<file path="src/rtl/game_tick_sequencer.sv">
// Game frame tick generator and per-frame update sequencer: divides clk into frame
// ticks, then strobes the paddle update, then the ball update, with serve pauses.
module game_tick_sequencer #(
    parameter int DIV_W       = 18,
    parameter int TICK_DIV    = 262143,
    parameter int SERVE_TICKS = 60
) (
    input  logic clk,
    input  logic rst_n,
    input  logic run,
    input  logic serve_req,
    input  logic paddle_done,
    input  logic ball_done,
    input  logic clr_overrun,
    output logic frame_tick,
    output logic paddle_go,
    output logic ball_go,
    output logic ball_reset,
    output logic busy,
    output logic serving,
    output logic overrun
);

    localparam int CNT_W = $clog2(SERVE_TICKS + 1);
    localparam logic [DIV_W-1:0] DIV_TC     = DIV_W'(TICK_DIV);
    localparam logic [DIV_W-1:0] DIV_ONE    = DIV_W'(1);
    localparam logic [CNT_W-1:0] SERVE_LOAD = CNT_W'(SERVE_TICKS);
    localparam logic [CNT_W-1:0] CNT_ONE    = CNT_W'(1);

    // state  | meaning
    // IDLE   | waiting for a frame tick or a serve request
    // PADDLE | paddle update in progress, waiting for paddle_done
    // BALL   | ball update in progress, waiting for ball_done
    // SERVE  | frozen frames after a point, counting ticks down
    typedef enum logic [1:0] {
        S_IDLE   = 2'd0,
        S_PADDLE = 2'd1,
        S_BALL   = 2'd2,
        S_SERVE  = 2'd3
    } state_t;

    state_t           r_state;
    logic [DIV_W-1:0] r_div;
    logic [CNT_W-1:0] r_serve_cnt;
    logic             r_pending;
    logic             r_paddle_go;
    logic             r_ball_go;
    logic             r_ball_reset;
    logic             r_overrun;

    logic w_div_tc;
    logic w_tick;
    logic w_busy;

    assign w_div_tc = (r_div == DIV_TC);
    assign w_tick   = run & w_div_tc;
    assign w_busy   = (r_state == S_PADDLE) || (r_state == S_BALL);

    always_ff @(posedge clk or negedge rst_n) begin
        if (!rst_n) begin
            r_div <= '0;
        end else if (run) begin
            r_div <= w_div_tc ? '0 : r_div + DIV_ONE;
        end
    end

    always_ff @(posedge clk or negedge rst_n) begin
        if (!rst_n) begin
            r_state      <= S_IDLE;
            r_pending    <= 1'b0;
            r_serve_cnt  <= '0;
            r_paddle_go  <= 1'b0;
            r_ball_go    <= 1'b0;
            r_ball_reset <= 1'b0;
            r_overrun    <= 1'b0;
        end else begin
            r_paddle_go  <= 1'b0;
            r_ball_go    <= 1'b0;
            r_ball_reset <= 1'b0;

            // A tick landing mid-update is dropped, only flagged; set beats clear.
            if (w_tick && w_busy) begin
                r_overrun <= 1'b1;
            end else if (clr_overrun) begin
                r_overrun <= 1'b0;
            end

            case (r_state)
                S_IDLE: begin
                    if (serve_req || r_pending) begin
                        r_state      <= S_SERVE;
                        r_serve_cnt  <= SERVE_LOAD;
                        r_pending    <= 1'b0;
                        r_ball_reset <= 1'b1;
                    end else if (w_tick) begin
                        r_state     <= S_PADDLE;
                        r_paddle_go <= 1'b1;
                    end
                end
                S_PADDLE: begin
                    if (serve_req) begin
                        r_pending <= 1'b1;
                    end
                    if (paddle_done) begin
                        r_state   <= S_BALL;
                        r_ball_go <= 1'b1;
                    end
                end
                S_BALL: begin
                    if (serve_req) begin
                        r_pending <= 1'b1;
                    end
                    if (ball_done) begin
                        r_state <= S_IDLE;
                    end
                end
                S_SERVE: begin
                    // The tick that ends the pause is consumed, not forwarded.
                    if (w_tick) begin
                        if (r_serve_cnt == CNT_ONE) begin
                            r_state <= S_IDLE;
                        end else begin
                            r_serve_cnt <= r_serve_cnt - CNT_ONE;
                        end
                    end
                end
                default: r_state <= S_IDLE;
            endcase
        end
    end

    assign frame_tick = w_tick;
    assign paddle_go  = r_paddle_go;
    assign ball_go    = r_ball_go;
    assign ball_reset = r_ball_reset;
    assign busy       = w_busy;
    assign serving    = (r_state == S_SERVE);
    assign overrun    = r_overrun;

endmodule

</file>
<file path="config.mk">
export PLATFORM = sky130hd
export DESIGN_NAME = game_tick_sequencer
export DESIGN_NICKNAME = d
export VERILOG_FILES = /design/src/rtl/game_tick_sequencer.sv
export SDC_FILE = /design/constraint.sdc
export NUM_CORES = 1
export LEC_CHECK = 0
export ABC_AREA = 1
export CORE_MARGIN = 2
export CORE_UTILIZATION = 48
export CTS_CLUSTER_SIZE = 28
export DETAILED_ROUTE_END_ITERATION = 8
export PLACE_DENSITY = 0.78
export SLEW_MARGIN = 5
export SYNTH_ARGS = -nofsm -noshare
export SYNTH_HDL_FRONTEND = slang
export SYNTH_SLANG_ARGS = --single-unit
</file>
<file path="constraint.sdc">
create_clock -name clk -period 1.6 [get_ports clk]
set_clock_uncertainty 0.1 [all_clocks]
set_input_delay 0.16 -clock clk [delete_from_list [all_inputs] [get_ports clk]]
set_output_delay 0.16 -clock clk [all_outputs]
set_load 0.01 [all_outputs]
</file>
==> results.md <==
- Reg2Reg Depth: 11
- Final HPWL DP: 2728 um
- Drt pass-1 iters: 4
- Global-route wire length before repair: 6603 um
- Post-synthesis async set-or-reset flop share: 100.0%
- Share of the synthesized area in the top cell type: 44.54%
- Most common cell in the netlist: nand2_1
- 1st-iter DRT viols: 65
- Mux cell area share after synthesis: 0%
- Synth cell count leaders: nand2_1 (65), inv_1 (33), dfrtp_1 (31)
- Area Growth Syn to Fin: 34.55%
- Reg2reg setup slack: -0.09 ns
- Drt via density: 4.842
- IO Count: 14
- Synth Register Bits: 31
- Max-slew violation count: 0
- Total number of vias: 1622
- Critical path endpoint category: primary output
- Max H-tree Level: 2
- Worst Hold Class: in -> async
- Clock buffer depth: 2
- RR Startpoint: r_div[0]
- Final Wtd Congestion: 0.8555
- Initial antenna violation count: 0
- Post-DP Area: 2173 um^2
- Leak: 0.001210 uW
- Crit-path max cell delay: 0.36 ns
- Hold violation total from the final report: 0
- Critical path arrival: 1.45 ns
- Yosys top cell by area: dfrtp_1
- PnR Total Power: 1743 uW
- Global route total overflow: 0
- Full die area: 4126 um^2
- Initial core utilization: 50.99%
- Site row count: 21
- Worst vdd ir: 869.3 uV
- Min setup slack post-route: -0.1103 ns
- GRT Util Overall: 20.50%
- Ys flop type: dfrtp_1
- WHS: 0.1121 ns
- XOR/XNOR Fraction of Synth Area: 3.017%
- Failing checks: setup timing
- Final #Nets: 302
- Yosys warns: 0
- Fin crit period: 1.710 ns
- Pwr dens: 743.6 nW/um^2
- Clock Sinks: 31
- Net Count, Synth: 243
- Share of cells above drive strength 1: 25.95%
- Post-route DRC: 0
- Core area: 3416 um^2
- Synth top area cells: dfrtp_1 (45%), nand2_1 (14%), inv_1 (7.1%)
- Max Freq: 0.5847 GHz
- Worst EP required: 1.34 ns
- CP Max Fanout: 2
- Finished Cell Area: 2344 um^2
- Status: complete, but fails checks
- Die H: 64.24 um
- Cell count after synthesis: 229
- CP cell instances: ha_2 -> nand3_2 -> nor2_1 -> nand2_1 -> inv_2 -> nand3_4 -> clkinv_4 -> buf_6
- Number of global-route vias before repair: 1564
- Period utilization: 106.9%
- Buf/Inv on CP: 3
- Post-Syn Area: 1742 um^2
- R2R Path End: r_state[0]
- Final Util: 68.61%
- Synthesized area per cell: 7.606 um^2
- I/O Buffers: 13
- Pin count of the biggest net entering global routing: 32
- Unrepaired setup endpoints after global routing: true
- Total CTS buffers: 5
- Compound-Gate Fraction of Synth Area: 4.598%
- Relative slew margins: 73.51%
- Clock Pin Slew Worst Setup and Hold Paths: 0.09 ns
- Synth Area in Simple Gates: 33.69%
- Final ANT Viol Nets: 0
- Post-place setup slack: -0.3512 ns
- Final WL: 3797 um
- Crit-path slowest cell: dfrtp_1
- Root buf cell: clkbuf_4
- Max cap viols: 0
- Kind of critical path: reg -> out
- WL per Instance: 11.33 um
- Largest family of logic cells by synthesized area: simple AND/OR/NAND/NOR gates
- Worst skew pair latency: 0.33 ns
- Final setup fails: 9
- Post-synth EDFFs: 0
- Chip width: 64.24 um
- Synth Area in Adders: 5.029%
- Yosys cell types: 24
- Delay-heaviest family, CP: flip-flops
- Critical Path Source Type: flop
- CTS tree: built
- Least-Margin Pin Slew: 0.3973 ns
- Antenna diodes: 0
- Register area share after synthesis: 44.54%
## cells by family (layout without fill, tap and decap cells)
family	after synthesis	in the layout
compound gates	15	15
xor+xnor	6	6
fa+ha+maj	7	7
buf+inv	38	98
flops	31	31
simple gates	132	132
## per-layer routing
layer  vias up  global-route usage, %  routed length (um)
li1        833                      -                   -
met1       749                  26.05                1722
met2        33                  34.64                1896
met3         7                  3.169                 112
met4         0                  8.777                  67
met5         -                      0                   0
## layout make-up
cell class,count,area (um^2)
clock inverter,1,5.005
inverter,36,140.1
multi-input combinational,160,885.9
sequential,31,775.7
timing repair buffer,54,434.2
fill,270,1072
clock buffer,7,45.04
tap,46,57.56
## how the worst max path moves through the flow
stage / slack (ns) / start / cells past startpoint / endpoint
6_report: -0.11 / r_div[0] / 8 / frame_tick
5_1_grt: -0.21 / r_div[0] / 8 / frame_tick
4_1_cts: -0.17 / r_div[1] / 8 / frame_tick
3_5_place_dp: -0.35 / run / 8 / frame_tick
3_3_place_gp: -0.31 / run / 8 / frame_tick
2_1_floorplan: 0.09 / r_state[0] / 9 / r_serve_cnt[0]
## worst reg2reg max path, delay by kind of cell, from the launching register on
| family | cells | cell delay [ns] |
|---|---|---|
| and+or+nand+nor | 8 | 0.65 |
| buffers and inverters | 2 | 0.28 |
| DFF | 1 | 0.36 |
| adders and majority gates | 1 | 0.21 |
## power by group
part           total [uW]  internal, uW  switching, uW
clock                 438           171            266
combinational         410           213            197
sequential            895           856           39.8
## sequential cells by signal, summed over array words and instances, names as in the netlist
name	flops
r_pending	1
paddle_go	1
r_state	2
overrun	1
ball_go	1
ball_reset	1
r_div	18
r_serve_cnt	6
## timing repair
action / in CTS / in global routing
resized for setup: 14 / 17
hold buffers: 0 / 0
setup buffers: 6 / 3
endpoints found under the setup margin: 13 / 21
gates cloned: 0 / 0
pin swaps: 4 / 11
## metrics by stage
step           cells  TNS (ns)
2_1_floorplan    229         0
3_3_place_gp     321    -2.479
3_5_place_dp     321    -3.419
4_1_cts          333    -1.191
5_1_grt          335    -1.906
6_report         335   -0.5848
## placed cells by master (no fill, tap or decap), drive strengths merged
cell type and count:
inv 35, dfrtp 31, nand3b 1, o21bai 1, clkbuf 8, o21ai 6, buf 42, clkdlybuf4s50 10
or2 1, o22ai 2, clkdlybuf4s15 1, clkinv 2, xnor2 2, xor2 4, a21oi 6, nand4 4
nor2 30, nor3 3, ha 7, nand2 68, nand3 25
Power figures use the tool's default switching activity.
